===== config.mk =====
export PLATFORM = sky130hd
export DESIGN_NAME = uart_rx
export DESIGN_NICKNAME = d
export VERILOG_FILES = /design/src/rtl/uart_pkg.sv /design/src/rtl/uart_rx_sampler.sv /design/src/rtl/uart_rx.sv
export SDC_FILE = /design/constraint.sdc
export NUM_CORES = 1
export LEC_CHECK = 0
export ABC_AREA = 1
export CAP_MARGIN = 0
export CELL_PAD_IN_SITES_DETAIL_PLACEMENT = 0
export CELL_PAD_IN_SITES_GLOBAL_PLACEMENT = 1
export CORE_ASPECT_RATIO = 1.25
export CORE_UTILIZATION = 44
export DETAILED_ROUTE_END_ITERATION = 10
export GPL_TIMING_DRIVEN = 0
export PLACE_DENSITY = 0.92
export SYNTH_ARGS = -nofsm -noshare
export SYNTH_HDL_FRONTEND = slang
export SYNTH_SLANG_ARGS = --single-unit
export TNS_END_PERCENT = 30

===== constraint.sdc =====
create_clock -name CLK -period 3.87 [get_ports CLK]
set_clock_uncertainty 0.15 [all_clocks]
set_input_delay 0.774 -clock CLK [delete_from_list [all_inputs] [get_ports CLK]]
set_output_delay 0.774 -clock CLK [all_outputs]
set_load 0.005 [all_outputs]

===== src/rtl/uart_pkg.sv =====
`default_nettype none
// ============================================================================
//  Module      : uart_pkg
//  Description : Shared UART types, legal prescale constants and the parity
//                helper used by both the transmitter and the receiver.
//  Revision    : 1.0 - initial release
// ============================================================================
package uart_pkg;

    // Receiver frame-tracking states; explicit 3-bit encoding.
    typedef enum logic [2:0] {
        IDLE    = 3'd0,
        START   = 3'd1,
        DATA    = 3'd2,
        PARITY  = 3'd3,
        STOP    = 3'd4,
        WAIT_HI = 3'd5
    } rx_state_e;

    // The only oversampling factors the receiver supports.
    localparam logic [5:0] PRESC_8  = 6'd8;
    localparam logic [5:0] PRESC_16 = 6'd16;
    localparam logic [5:0] PRESC_32 = 6'd32;

    // Widest data word the parity helper accepts; narrower words are
    // zero-extended, which does not change the XOR reduction.
    localparam int c_PAR_MAX_W = 32;

    // Expected parity bit: even parity when odd=0, odd parity when odd=1.
    function automatic logic calc_parity(input logic [c_PAR_MAX_W-1:0] data,
                                         input logic                   odd);
        return (^data) ^ odd;
    endfunction

    // Any prescale outside the supported set falls back to 8.
    function automatic logic [5:0] legal_prescale(input logic [5:0] presc);
        logic [5:0] w_sel;
        case (presc)
            PRESC_16: w_sel = PRESC_16;
            PRESC_32: w_sel = PRESC_32;
            default:  w_sel = PRESC_8;
        endcase
        return w_sel;
    endfunction

endpackage
`default_nettype wire


===== src/rtl/uart_rx_sampler.sv =====
`default_nettype none
// ============================================================================
//  Module      : uart_rx_sampler
//  Description : RX line synchronizer, per-bit oversampling counter and
//                3-sample majority vote around mid-bit.
//  Revision    : 1.0 - initial release
// ============================================================================
module uart_rx_sampler
    import uart_pkg::*;
(
    input  logic       clk,
    input  logic       rst,
    input  logic       i_rx,
    input  logic [5:0] i_presc,
    input  logic       i_run,
    output logic       o_rx_s,
    output logic       o_bit,
    output logic       o_resolve,
    output logic       o_bit_end
);

    logic [1:0] r_sync;
    logic [5:0] r_edge_cnt;
    logic       r_s0;
    logic       r_s1;
    logic [5:0] w_half;
    logic [5:0] w_half_m1;
    logic [5:0] w_half_p1;
    logic [5:0] w_last;

    assign w_half    = i_presc >> 1;
    assign w_half_m1 = w_half - 6'd1;
    assign w_half_p1 = w_half + 6'd1;
    assign w_last    = i_presc - 6'd1;

    assign o_rx_s = r_sync[1];

    // Two-flop synchronizer; resets to the idle (high) line level.
    always_ff @(posedge clk) begin
        if (rst) begin
            r_sync <= 2'b11;
        end else begin
            r_sync <= {r_sync[0], i_rx};
        end
    end

    // Bit-period counter: held at 0 while no frame is active so a detected
    // start edge always begins counting from 0.
    always_ff @(posedge clk) begin
        if (rst || !i_run) begin
            r_edge_cnt <= 6'd0;
        end else if (r_edge_cnt == w_last) begin
            r_edge_cnt <= 6'd0;
        end else begin
            r_edge_cnt <= r_edge_cnt + 6'd1;
        end
    end

    // Capture the first two of the three mid-bit samples.
    always_ff @(posedge clk) begin
        if (rst) begin
            r_s0 <= 1'b0;
            r_s1 <= 1'b0;
        end else if (i_run) begin
            if (r_edge_cnt == w_half_m1) begin
                r_s0 <= o_rx_s;
            end
            if (r_edge_cnt == w_half) begin
                r_s1 <= o_rx_s;
            end
        end
    end

    // Third sample is the live line value; the vote is valid at resolve.
    assign o_bit     = (r_s0 & r_s1) | (r_s0 & o_rx_s) | (r_s1 & o_rx_s);
    assign o_resolve = i_run && (r_edge_cnt == w_half_p1);
    assign o_bit_end = i_run && (r_edge_cnt == w_last);

endmodule
`default_nettype wire


===== src/rtl/uart_rx.sv =====
`default_nettype none
// ============================================================================
//  Module      : uart_rx
//  Description : UART receiver. Start bit, Data_WD data bits LSB-first,
//                optional parity, one stop bit. Majority-voted sampling,
//                registered valid / parity-error / stop-error strobes.
//  Revision    : 1.0 - initial release
// ============================================================================
module uart_rx
    import uart_pkg::*;
#(
    parameter int Data_WD = 8
) (
    input  logic               CLK,
    input  logic               RST,
    input  logic               RX_IN,
    input  logic [5:0]         Prescale,
    input  logic               PAR_EN,
    input  logic               PAR_TYP,
    output logic [Data_WD-1:0] P_DATA,
    output logic               data_valid,
    output logic               par_err,
    output logic               stp_err
);

    localparam int                 c_BIT_W    = $clog2(Data_WD + 1);
    localparam logic [c_BIT_W-1:0] c_LAST_BIT = c_BIT_W'(Data_WD - 1);

    rx_state_e            r_state;
    logic [5:0]           r_presc;
    logic                 r_par_en;
    logic                 r_par_typ;
    logic [c_BIT_W-1:0]   r_bit_cnt;
    logic [Data_WD-1:0]   r_shift;
    logic                 r_par_bad;
    logic                 r_stp_bad;

    logic                 w_run;
    logic                 w_rx_s;
    logic                 w_bit;
    logic                 w_resolve;
    logic                 w_bit_end;

    // The bit-period counter only runs while a frame's bits are being timed.
    assign w_run = (r_state == START) || (r_state == DATA) ||
                   (r_state == PARITY) || (r_state == STOP);

    uart_rx_sampler u_sampler (
        .clk       (CLK),
        .rst       (RST),
        .i_rx      (RX_IN),
        .i_presc   (r_presc),
        .i_run     (w_run),
        .o_rx_s    (w_rx_s),
        .o_bit     (w_bit),
        .o_resolve (w_resolve),
        .o_bit_end (w_bit_end)
    );

    // Frame FSM with registered data word and one-cycle result strobes.
    always_ff @(posedge CLK) begin
        if (RST) begin
            r_state    <= IDLE;
            r_presc    <= PRESC_8;
            r_par_en   <= 1'b0;
            r_par_typ  <= 1'b0;
            r_bit_cnt  <= '0;
            r_shift    <= '0;
            r_par_bad  <= 1'b0;
            r_stp_bad  <= 1'b0;
            P_DATA     <= '0;
            data_valid <= 1'b0;
            par_err    <= 1'b0;
            stp_err    <= 1'b0;
        end else begin
            data_valid <= 1'b0;
            par_err    <= 1'b0;
            stp_err    <= 1'b0;

            case (r_state)
                IDLE: begin
                    // Frame configuration is frozen for the whole frame here.
                    if (!w_rx_s) begin
                        r_state   <= START;
                        r_presc   <= legal_prescale(Prescale);
                        r_par_en  <= PAR_EN;
                        r_par_typ <= PAR_TYP;
                        r_bit_cnt <= '0;
                        r_par_bad <= 1'b0;
                        r_stp_bad <= 1'b0;
                    end
                end

                START: begin
                    // A start bit that votes high was line noise: drop it.
                    if (w_resolve && w_bit) begin
                        r_state <= IDLE;
                    end else if (w_bit_end) begin
                        r_state <= DATA;
                    end
                end

                DATA: begin
                    if (w_resolve) begin
                        r_shift <= {w_bit, r_shift[Data_WD-1:1]};
                    end
                    if (w_bit_end) begin
                        if (r_bit_cnt == c_LAST_BIT) begin
                            r_bit_cnt <= '0;
                            r_state   <= r_par_en ? PARITY : STOP;
                        end else begin
                            r_bit_cnt <= r_bit_cnt + c_BIT_W'(1);
                        end
                    end
                end

                PARITY: begin
                    if (w_resolve) begin
                        r_par_bad <= (w_bit != calc_parity(c_PAR_MAX_W'(r_shift), r_par_typ));
                    end
                    if (w_bit_end) begin
                        r_state <= STOP;
                    end
                end

                STOP: begin
                    if (w_resolve) begin
                        r_stp_bad <= ~w_bit;
                    end
                    if (w_bit_end) begin
                        par_err <= r_par_bad;
                        stp_err <= r_stp_bad;
                        if (!r_par_bad && !r_stp_bad) begin
                            data_valid <= 1'b1;
                            P_DATA     <= r_shift;
                        end
                        // A low stop bit may be a break: wait for the line to
                        // return high so the break reports only once.
                        r_state <= r_stp_bad ? WAIT_HI : IDLE;
                    end
                end

                WAIT_HI: begin
                    if (w_rx_s) begin
                        r_state <= IDLE;
                    end
                end

                default: begin
                    r_state <= IDLE;
                end
            endcase
        end
    end

endmodule
`default_nettype wire


==> impl_metrics.toml <==
[worst_setup_path]
worstRegToRegCells = 10
cpMaxStageDelayCell = "dfxtp_1"
critPathTopFamily = "simple AND/OR/NAND/NOR gates"
crit_chain = "inv_1, ha_1, xnor2_1, nor2_4, nand2_4, nor2_4, nand3_4, buf_6, o21ai_2, a21oi_2"
cp_data_required_time_ns = 3.93
cp_slowest_stage_delay_ns = 0.39
start_kind = "flop"
crit_arrival_ns = 2.16
crit_top_cell = "nor2_4"
worstSetupPathType = "reg -> reg"
rr_startpoint = "r_presc[3]$_SDFFE_PP1P_"
crit_buf_inv = 2
path_max_fanout = 10
r2r-end = "P_DATA[7]$_SDFFE_PP0P_"
critPathCaptureType = "flop"
r2r_setup_slack_ns = 1.77

[routing]
first_pass_iters = 4
avgRoutedWirePerCell_um = 10.84
viasPerCell = 4.919
vias = 1953
totalWireLength_um = 4302
remaining_drc_errors = 0
postRouteAntennaNets = 0
drt_iter0_drc = 100

[cts]
clk_path_buf_depth = 2
htreeDepth = 2
postCtsResizedCells = 0
ctsHoldBuffers = 0
clk_pin_slew_ns = 0.10
cts_root_buf = "clkbuf_8"
cts_setup_buffers = 0
clock_sinks = 43
cts_made_buffers = 5
cts_tree = "built"
clk_latency_ns = 0.30

[job]
drv_cap = 0

[yosys]
synth.cell_area_sq_um = 2241
avgSynthCellArea_sq_um = 7.276
ys.warnings.count = 0
synth_cell_type_count = 35
synthTopCellsByArea = "dfxtp_1 38%, nand2_1 9.5%, inv_1 6.7%, a21oi_1 6.0%, nor2_1 5.2%"
yosysMostFrequentCell = "nand2_1"
synth_ff_type = "dfxtp_1"
syn_inst = 308
yosysTopAreaCell = "dfxtp_1"
synth_top_cell_area_share_pct = 38.41
seq_area_frac_synth_pct = 38.41
synth-async-reset-ratio_pct = 0
synth_nets = 324
synth-seq-cells = 43
synthTopCellsByCount = "57 x nand2_1, 43 x dfxtp_1, 40 x inv_1"
synth_enable_flop_cells = 0

[sta]
final-hold-violation-count = 0
maxSlewHeadroom_pct = 66.20
rsz0062_at_grt = "no"
setup_viol = 0
period_needed_ns = 2.096
report.final.slew_viol_count = 0
fmax_mhz = 477.0
setup_tns_ns = 0
fin_crit_sh_pct = 54.17
tightest_slew_ns = 0.5032

[floorplanning]
die_h_um = 81.79
rows = 28
ios = 22
chipWidth_um = 65.83
die_area_sq_um = 5384
start_util_pct = 46.69
core-area_sq_um = 4800

[worst_hold_path]
hp-class = "reg -> reg"
hold_depth = 1
min_to = "u_sampler.r_sync[1]$_SDFF_PP1_"
min_from = "u_sampler.r_sync[0]$_SDFF_PP1_"

[power_and_ir_drop]
vdd_drop_max_v = 0.0002606
p_per_area_nw_per_um2 = 489.2
finalPower_mw = 1.282
p_leak_nw = 1.012

[global_routing]
grt_start_max_net_pins = 17
overflow = 0
grt_usage_pct = 18.36
grt_antenna_before_repair = 0
grt_pass1_vias = 1687
grt_pass1_wl_um = 7507

[finish]
diodes = 0
multi_input_area_sq_um = 1186
drive_above_1_share_pct = 11.87
nFillCells = 446
syn_to_final_growth_pct = 16.97
seqCellArea_sq_um = 860.8
final_nets = 352

[placed_design]
dp_hpwl_um = 3274
gp_congestion = 0.8499
portBuffers = 21

[run_status]
outcome = "completed"
-- worst register-to-register path: stages (launching register included) --
cell and delay (ns):
dfxtp_1 0.39, inv_1 0.12, ha_1 0.35, xnor2_1 0.17, nor2_4 0.17, nand2_4 0.10, nor2_4 0.12, nand3_4 0.11
buf_6 0.16, o21ai_2 0.13, a21oi_2 0.04
-- stage by stage --
step | hold slack, ns | setup WS, ns | std cells | utilization (%) | area (sq um)
after CTS | 0.2661 | 1.760 | 397 | 54.61 | 2621
final | 0.2717 | 1.774 | 397 | 54.61 | 2621
after global placement | 0.2458 | 1.555 | 389 | 52.63 | 2526
after detailed placement | 0.2445 | 1.556 | 389 | 52.63 | 2526
after floorplan | 0.2395 | 1.995 | 308 | - | 2241
after global routing | 0.2819 | 1.626 | 397 | 54.61 | 2621
-- cells in the final DEF, fill, tap and decap left out, drive strengths merged, types with 2 or more instances in the layout --
cell	Yosys	routed
nand2	64	64
nor3b	2	2
nand3	26	26
a21oi	29	29
xnor2	5	5
clkdlybuf4s50	0	21
ha	5	5
nand4	2	2
or2	2	2
nor3	6	6
a211oi	2	2
dfxtp	43	43
xor2	7	7
buf	3	3
nor2	36	36
o21ai	25	25
clkbuf	2	7
inv	44	46
-- flip-flops by register name (all words and copies together), names as in the netlist, 2 cells and up --
| signal | flops |
|---|---|
| P_DATA | 8 |
| u_sampler.r_edge_cnt | 6 |
| r_presc | 3 |
| u_sampler.r_sync | 2 |
| r_shift | 8 |
| r_bit_cnt | 4 |
| r_state | 3 |
-- worst max-delay path by stage --
stage,start,end,cells after the start
floorplan,r_presc[3]$_SDFFE_PP1P_,P_DATA[2]$_SDFFE_PP0P_,10
global placement,RST,P_DATA[1]$_SDFFE_PP0P_,5
detailed placement,RST,P_DATA[3]$_SDFFE_PP0P_,5
CTS,r_presc[3]$_SDFFE_PP1P_,P_DATA[7]$_SDFFE_PP0P_,10
global route,r_presc[3]$_SDFFE_PP1P_,P_DATA[7]$_SDFFE_PP0P_,10
finish,r_presc[3]$_SDFFE_PP1P_,P_DATA[7]$_SDFFE_PP0P_,10
-- per-layer routing --
metal / GRT usage (%) / wire length [um] / vias to the layer above
met4: 7.826 / 60 / 0
met5: 0 / 0 / -
met2: 29.08 / 2015 / 27
li1: - / - / 1047
met3: 4.167 / 131 / 6
met1: 23.71 / 2094 / 873
-- area by class of cell --
class / count / area share (%)
flip-flops and latches: 43 / 32.84
clock inverters: 3 / 1.002
repair buffers: 21 / 8.019
clock buffers: 5 / 2.625
plain buffers: 5 / 1.098
inverters: 44 / 6.301
well taps: 60 / 2.864
multi-input cells: 216 / 45.25
-- power by group --
part           total [mW]  switching, mW  internal, mW
Sequential          0.535         0.0536         0.481
Combinational       0.441          0.285         0.157
Clock               0.306          0.173         0.133
-- kinds of logic after synthesis --
kind of cell               Yosys count  share of synthesized area (%)
xor gates and xnor gates            12                          4.690
and+or+nand+nor                    139                          30.60
adders and majority gates            5                          2.792
buffers and inverters               49                          8.654
DFF                                 43                          38.41
AOI/OAI and AO/OA                   60                          14.85
Power figures use the tool's default switching activity.
